--- src/rtl/if_fetch.sv ---
// Instruction-fetch stage: assembles 32-bit words from four byte reads,
// predicts the next PC (BHT for branches, static taken for JAL) and hands off to IF_ID.
module if_fetch #(
    parameter logic [31:0] RESET_PC  = 32'h0,
    parameter int          BHT_IDX_W = 6
) (
    input  logic        clk,
    input  logic        rst,
    input  logic        stall,
    input  logic        redirect_flag,
    input  logic [31:0] redirect_pc,
    input  logic        bp_update_flag,
    input  logic [31:0] bp_update_pc,
    input  logic        bp_update_taken,
    output logic        mem_req,
    output logic [31:0] mem_addr,
    input  logic        mem_grant,
    input  logic [7:0]  mem_data,
    output logic [31:0] pc,
    output logic [31:0] instruction,
    output logic        prediction,
    output logic        inst_valid
);

    // Handshake: a byte read is outstanding whenever mem_req=1; the arbiter
    // completes it by raising mem_grant with mem_data for mem_addr in the same
    // cycle. IF_ID takes the presented instruction on the first HOLD edge with
    // stall=0; until then pc/instruction/prediction/inst_valid stay frozen.

    localparam int         BHT_N     = 1 << BHT_IDX_W;
    localparam logic [6:0] OP_JAL    = 7'b1101111;
    localparam logic [6:0] OP_BRANCH = 7'b1100011;

    typedef enum logic {
        FETCH = 1'b0,
        HOLD  = 1'b1
    } state_t;

    state_t      state, state_nx;
    logic [1:0]  k, k_nx;
    logic [31:0] fetch_pc, fetch_pc_nx;
    logic [23:0] byte_buf, byte_buf_nx;
    logic [31:0] next_pc, next_pc_nx;
    logic [31:0] pc_nx;
    logic [31:0] instruction_nx;
    logic        prediction_nx;
    logic        inst_valid_nx;

    logic [1:0]  bht [BHT_N];

    logic [31:0]          word;
    logic [31:0]          j_imm;
    logic [31:0]          b_imm;
    logic [BHT_IDX_W-1:0] lookup_idx;
    logic [BHT_IDX_W-1:0] update_idx;
    logic                 pred_taken;
    logic [31:0]          pred_target;
    logic                 unused_bits;

    // The last byte arrives on mem_data, so the word is complete combinationally.
    assign word       = {mem_data, byte_buf};
    assign j_imm      = {{11{word[31]}}, word[31], word[19:12], word[20], word[30:21], 1'b0};
    assign b_imm      = {{19{word[31]}}, word[31], word[7], word[30:25], word[11:8], 1'b0};
    assign lookup_idx = fetch_pc[BHT_IDX_W+1:2];
    assign update_idx = bp_update_pc[BHT_IDX_W+1:2];
    assign unused_bits = ^{bp_update_pc[31:BHT_IDX_W+2], bp_update_pc[1:0]};

    always_comb begin
        pred_taken  = 1'b0;
        pred_target = fetch_pc + 32'd4;
        if (word[6:0] == OP_JAL) begin
            pred_taken  = 1'b1;
            pred_target = fetch_pc + j_imm;
        end else if (word[6:0] == OP_BRANCH) begin
            pred_taken = bht[lookup_idx][1];
            if (pred_taken) begin
                pred_target = fetch_pc + b_imm;
            end
        end
    end

    always_comb begin
        mem_req  = rst && (state == FETCH);
        mem_addr = '0;
        if (mem_req) begin
            mem_addr = fetch_pc + {30'b0, k};
        end
    end

    always_comb begin
        state_nx       = state;
        k_nx           = k;
        fetch_pc_nx    = fetch_pc;
        byte_buf_nx    = byte_buf;
        next_pc_nx     = next_pc;
        pc_nx          = pc;
        instruction_nx = instruction;
        prediction_nx  = prediction;
        inst_valid_nx  = inst_valid;

        if (redirect_flag) begin
            // A byte granted on this edge belongs to the wrong path and is dropped.
            fetch_pc_nx    = redirect_pc;
            k_nx           = 2'd0;
            state_nx       = FETCH;
            inst_valid_nx  = 1'b0;
            instruction_nx = '0;
            prediction_nx  = 1'b0;
        end else begin
            unique case (state)
                FETCH: begin
                    if (mem_grant) begin
                        if (k == 2'd3) begin
                            k_nx           = 2'd0;
                            state_nx       = HOLD;
                            pc_nx          = fetch_pc;
                            instruction_nx = word;
                            prediction_nx  = pred_taken;
                            inst_valid_nx  = 1'b1;
                            next_pc_nx     = pred_target;
                        end else begin
                            k_nx = k + 2'd1;
                            unique case (k)
                                2'd0:    byte_buf_nx[7:0]   = mem_data;
                                2'd1:    byte_buf_nx[15:8]  = mem_data;
                                default: byte_buf_nx[23:16] = mem_data;
                            endcase
                        end
                    end
                end
                HOLD: begin
                    if (!stall) begin
                        inst_valid_nx  = 1'b0;
                        instruction_nx = '0;
                        fetch_pc_nx    = next_pc;
                        state_nx       = FETCH;
                    end
                end
                default: state_nx = FETCH;
            endcase
        end
    end

    always_ff @(posedge clk) begin
        if (!rst) begin
            state       <= FETCH;
            k           <= 2'd0;
            fetch_pc    <= RESET_PC;
            byte_buf    <= '0;
            next_pc     <= '0;
            pc          <= '0;
            instruction <= '0;
            prediction  <= 1'b0;
            inst_valid  <= 1'b0;
        end else begin
            state       <= state_nx;
            k           <= k_nx;
            fetch_pc    <= fetch_pc_nx;
            byte_buf    <= byte_buf_nx;
            next_pc     <= next_pc_nx;
            pc          <= pc_nx;
            instruction <= instruction_nx;
            prediction  <= prediction_nx;
            inst_valid  <= inst_valid_nx;
        end
    end

    // Saturating 2-bit counters; a lookup in the same cycle reads the old value.
    always_ff @(posedge clk) begin
        if (!rst) begin
            for (int i = 0; i < BHT_N; i++) begin
                bht[i] <= 2'b01;
            end
        end else if (bp_update_flag) begin
            if (bp_update_taken) begin
                if (bht[update_idx] != 2'b11) begin
                    bht[update_idx] <= bht[update_idx] + 2'b01;
                end
            end else begin
                if (bht[update_idx] != 2'b00) begin
                    bht[update_idx] <= bht[update_idx] - 2'b01;
                end
            end
        end
    end

endmodule

--- config.mk ---
export PLATFORM = sky130hd
export DESIGN_NAME = if_fetch
export DESIGN_NICKNAME = d
export VERILOG_FILES = /design/src/rtl/if_fetch.sv
export SDC_FILE = /design/constraint.sdc
export NUM_CORES = 1
export LEC_CHECK = 0
export CORE_ASPECT_RATIO = 0.5
export CORE_MARGIN = 5
export CORE_UTILIZATION = 60
export DETAILED_ROUTE_END_ITERATION = 8
export HOLD_SLACK_MARGIN = 0.05
export MAX_ROUTING_LAYER = met4
export PLACE_DENSITY_LB_ADDON = 0.05
export SLEW_MARGIN = 15
export SYNTH_ARGS = -nofsm -noshare
export SYNTH_HDL_FRONTEND = slang
export SYNTH_SLANG_ARGS = --single-unit
export TNS_END_PERCENT = 50
--- constraint.sdc ---
create_clock -name clk -period 14.26 [get_ports clk]
set_input_delay 4.278 -clock clk [delete_from_list [all_inputs] [get_ports clk]]
set_output_delay 4.278 -clock clk [all_outputs]
set_load 0.03 [all_outputs]
==> impl_metrics.ini <==
[run_status]
status = complete, no violations

[placement]
portBuffers = 151
routabilityCongestion = 1.02
pre_cts_ws_ns = 3.86
dpl.hpwl_um = 35500

[power_and_ir_drop]
p_total_mw = 1.91
ir_drop_mv = 0.0896
p_leak_nw = 6.78
powerDensity_nw_per_um2 = 97.6

[sta]
drv_slew = 0
fin_ws_ns = 3.85
min_period_ns = 10.41
grt_setup_unrepaired = no
finalHoldViolCount = 0
fin_setup_tns_ns = 0
setup_violations = 0
max-slew-margin-rel = 0.257
max_freq_mhz = 96.1
fin_crit_sh = 0.730
worst_pin_slew_ns = 1.11
skew_ns = 0.0324

[finish]
multi_input_area_um2 = 9360
layout.nets = 2124
fillers = 2184
regArea_um2 = 7090
drive_gt1_frac = 0.0736
n_antenna_cell = 0
syn_to_final_growth_pct = 13.9

[clock_network]
cts_hold_buffers = 0
clockBufferDepth = 3
clkSinkCount = 290
cts_buffers = 26
cts_tree = done
cts-resized-gates = 0
htreeDepth = 1
clock_latency_ns = 0.57
clk_pin_slew_ns = 0.06
postCtsSetupBuffers = 0
root_buffer = clkbuf_16

[grt]
antenna_found_initial = 0
grt_pass1_wl_um = 81200
grt-ovfl-total = 0
grt_max_degree = 86
grtUsageTotal = 0.322
first_global_vias = 14748

[synth]
yosys_warnings = 0
syn_area_um2 = 17200
ys_seq_elements = 290
seq_area_frac_synth = 0.413
synthArstFlopShare = 0
synth_fp_nets = 2090
synth-edff-count = 128
synth-main-ff-cell = dfxtp_1
avgSynthCellArea_um2 = 8.76
yosys.cell_types.count = 73
synthCells = 1958

[route]
wl_per_cell_um = 21.8
routed_wl_um = 52300
via_per_inst = 6.51
first_pass_iters = 7
drtAntennaViolNets = 0
via_count = 15593
drc = 0
drt_iter0_drc = 1540
wl_met2_um = 24300
dr.max_layer_used = met4
wl_met3_um = 5260
drt-met1-wl_um = 20600

[setup_path]
worstSetupStartpointType = primary input
worstPathMaxFanout = 17
crit_path_cell_trace = buf_2, nand2b_1, buf_4, a21oi_1, clkdlybuf4s50_1
cp.arrival_ns = 6.13
critPathCaptureType = primary output
path_class = primary input to primary output
critical_path.top_delay_family = buffers and inverters
worstPathBufferInverterCount = 3
crit_start = rst
slowest_delay_ns = 0.69
timing.rr.start = bht[0][0]
reg2reg_slack_ns = 9.72
slowest_stage = clkdlybuf4s50_1
reg2reg_to = bht[25][0]
r2r_cells = 10
crit_required_ns = 9.98

[floorplan]
initial_core_util = 0.615
die_w_um = 249
ioPinCount = 178
num_rows = 43
die_area_um2 = 32300
design.core.area_um2 = 27900
dieHeight_um = 130

[hold_path]
hold-path-endpoint = inst_valid
hold_class = register to register
holdPathStages = 2
hold_start = inst_valid

[job]
max-cap-violations = 0
## cells in the mapped netlist (41+ instances only)
| library cell | number | area share |
|---|---|---|
| xnor2_1 | 49 | 0.025 |
| ha_1 | 50 | 0.036 |
| edfxtp_1 | 128 | 0.22 |
| o21ai_0 | 101 | 0.029 |
| mux4_2 | 41 | 0.054 |
| nor2_1 | 206 | 0.045 |
| mux2i_1 | 62 | 0.036 |
| clkbuf_1 | 128 | 0.028 |
| nand3_1 | 96 | 0.028 |
| a21oi_1 | 213 | 0.062 |
| nand2_1 | 278 | 0.061 |
| dfxtp_1 | 162 | 0.19 |
## placed cells by master (no fill, tap or decap), drive strengths merged, types with 50 or more instances in the layout
cell           Yosys  final
dfxtp            162    162
a21oi            213    213
mux2i             62     62
nor2             208    208
ha                50     50
clkdlybuf4s50      0    146
nand2            278    278
edfxtp           128    128
o21ai            106    106
nand3             96     96
## power breakdown
part           leakage, nW  internal, mW  total, mW  switching [mW]
registers             2.41         0.880      0.903          0.0234
logic                 3.91        0.0930      0.247           0.154
clock network        0.449         0.427      0.758           0.331
## kinds of logic (layout without fill, tap and decap cells)
group / Yosys count / after routing / synth area share
buffers and inverters: 185 / 239 / 0.0438
DFF: 290 / 290 / 0.413
AOI/OAI and AO/OA: 482 / 482 / 0.168
xor gates and xnor gates: 82 / 82 / 0.0418
and+or+nand+nor: 763 / 763 / 0.204
muxes: 103 / 103 / 0.0900
adders and majority gates: 53 / 53 / 0.0400
## area by class of cell
type,instances,area share
multi-input cells,1483,0.479
flip-flops and latches,290,0.362
repair buffers,171,0.0837
clock buffers,37,0.0402
well taps,382,0.0244
clock inverters,11,0.00672
inverters,20,0.00384
## per-layer routing
layer  global-route usage  up-vias
met1                0.410     7480
met2                0.531      845
li1                     -     7116
met4                0.108        0
met3               0.0580      152
met5                    -        -
## how the worst max path moves through the flow
stage / to / slack [ns] / depth (start not counted)
2_1_floorplan: mem_addr[14] / 4.93 / 3
3_3_place_gp: mem_addr[14] / 3.88 / 5
3_5_place_dp: mem_addr[12] / 3.86 / 5
4_1_cts: mem_addr[12] / 3.86 / 5
5_1_grt: mem_addr[27] / 3.70 / 5
6_report: mem_addr[27] / 3.85 / 5
## metrics by stage
step | util | cell area, um2 | instances | hold slack (ns)
floorplan | - | 17200 | 1958 | 0.436
global placement | 0.667 | 18600 | 2346 | 0.442
detailed placement | 0.667 | 18600 | 2346 | 0.446
CTS | 0.700 | 19500 | 2394 | 0.455
global route | 0.700 | 19600 | 2394 | 0.472
finish | 0.700 | 19600 | 2394 | 0.453
## worst reg2reg max path, cell delays in order (launching register included)
cell	delay, ns
edfxtp_1	0.37
mux4_2	0.48
mux2i_1	0.20
nor2_1	0.21
or3_1	0.46
nor4_4	0.43
nor2_1	0.11
a221o_1	0.63
buf_4	0.34
nand2b_1	0.51
o21ai_0	0.49
## registers in the layout (all words and copies together) (netlist names), named ones only
signal / cells
instruction: 32
state: 1
byte_buf: 24
prediction: 1
k: 2
fetch_pc: 32
pc: 32
bht: 128
next_pc: 31
inst_valid: 1
Power figures use the tool's default switching activity.
==> edit, RTL diff (same flow settings) <==
Set the parameter `BHT_IDX_W` to 5 (it was 6).
--- a/src/rtl/if_fetch.sv
+++ b/src/rtl/if_fetch.sv
@@ -2,7 +2,7 @@
 // predicts the next PC (BHT for branches, static taken for JAL) and hands off to IF_ID.
 module if_fetch #(
     parameter logic [31:0] RESET_PC  = 32'h0,
-    parameter int          BHT_IDX_W = 6
+    parameter int          BHT_IDX_W = 5
 ) (
     input  logic        clk,
     input  logic        rst,
Check against the original RTL: not settled (the Yosys comparison gave no result); the edit may change what the design does.
==> edit against the unedited design <==
Count of clock-buffer cells in the layout shrank 6. Combinational power shrank 19%. Worst setup slack gained 0.082 ns. Sequential cell count shrank 65. Area after synthesis shrank 19%. Total power shrank 23%. Design area shrank 18%. Wire length shrank 20%. Critical endpoint is now mem_addr[29]. Highest routed layer unchanged.
==> edit: results (changes against the unedited design) <==
* DRT Wirelength at 41800 um (-20%)
* GRT Util Overall at 31.6% (-0.60 points)
* Area contributors post-synth: dfxtp_1, edfxtp_1, nand2_1
* Vias in the first global route at 12389 (-16%)
* Syn_nets at 1789 (-14%)
* Synth unique cells at 77 (+5.5%)
* Post-DP HPWL at 29800 um (-16%)
* DRT Pass-1 Iters at 6 (-1)
* Total CTS buffers at 23 (-12%)
* Least-Margin Pin Slew at 1.21 ns (+0.0941 ns)
* Pin count of the biggest net entering global routing at 76 (-12%)
* Status: complete, no violations
* Vias after detailed routing at 12755 (-18%)
* Global-route wire length before repair at 66400 um (-18%)
* Layout cell share with drive strength beyond 1 at 5.58% (-1.8 points)
* Peak supply drop at 0.0876 mV (-2.3%)
* Initial antenna violation count at 1 (+1)
* Buffers on Ports at 150 (-0.66%)
* Layout Skew at 0.0144 ns (-0.0180 ns)
* Multiplexer share of the synthesized area at 7.32% (-1.7 points)
* Synth Area in XOR/XNOR at 5.57% (+1.4 points)
* CP max FO at 38 (+21)
* Worst skew pair latency at 0.53 ns (-0.04 ns)
* Adder-Cell Fraction of Synth Area at 4.95% (+0.96 points)
* Fill count at 1901 (-13%)
## edit: cell types whose count changed in the layout (fill, tap and decap cells not counted), moves of 10 or more
cell / change
mux4_1: +10
and2_1: +30
mux2i_1: -23
nor2_1: -82
edfxtp_1: -64
a21o_1: -26
a21oi_1: -100
a21boi_0: +56
inv_1: +15
mux4_2: -25
o21ai_0: +30
nand2b_1: -12
nand3_1: -18
nor3_1: -12
## edit: worst reg2reg max path, cell delays in order (launching register included)
cell and delay (ns):
dfxtp_1 0.63, mux4_2 0.59, mux4_2 0.49, mux2i_1 0.62, nor4b_4 0.07, buf_4 0.27
nor2_1 0.96, a21oi_1 0.29, a22o_1 0.28
## edit: cells by family (layout without fill, tap and decap cells)
| family | Yosys count | in the layout |
|---|---|---|
| buf+inv | 158 | 239 |
| fa+ha+maj | 53 | 53 |
| mux | 65 | 65 |
| flops | 225 | 225 |
| xor+xnor | 88 | 88 |
| simple gates | 649 | 649 |
| compound gates | 419 | 419 |
## edit: metrics by stage
stage	std cells	cell area, um^2	total power, mW
2_1_floorplan	1657	13800	0.831
4_1_cts	2045	16000	1.48
6_report	2045	16000	1.48
5_1_grt	2045	16000	1.53
3_5_place_dp	2006	15300	0.898
3_3_place_gp	2006	15300	0.894
## edit: layout make-up
| type | count | share of cell area [%] |
|---|---|---|
| clock inverter | 8 | 0.491 |
| inverter | 33 | 0.772 |
| tap | 307 | 2.39 |
| multi-input combinational | 1274 | 50.3 |
| sequential | 225 | 32.1 |
| timing repair buffer | 167 | 10.1 |
| clock buffer | 31 | 3.90 |
## edit: power by group
part	internal (mW)	switching (mW)
clock network	0.327	0.261
logic	0.0818	0.117
registers	0.668	0.0219
total	1.08	0.400
## edit: final timing paths
kind / from / to / slack (ns) / cells past startpoint
setup reg to reg: register / next_pc[20]$_SDFFE_PN0P_ / 9.96 / 8
setup / recovery: rst / mem_addr[29] / 3.93 / 4
hold / removal: next_pc[21]$_SDFFE_PN0P_ / next_pc[21]$_SDFFE_PN0P_ / 0.45 / 1
hold reg to reg: next_pc[21]$_SDFFE_PN0P_ / next_pc[21]$_SDFFE_PN0P_ / 0.45 / 1
## edit: layer usage
| metal | vias up | track usage (%) | routed length (um) |
|---|---|---|---|
| li1 | 6016 | - | - |
| met1 | 6048 | 39.8 | 16800 |
| met2 | 571 | 51.8 | 19800 |
| met3 | 120 | 5.84 | 3620 |
| met4 | 0 | 10.5 | 1550 |
| met5 | - | - | 0 |
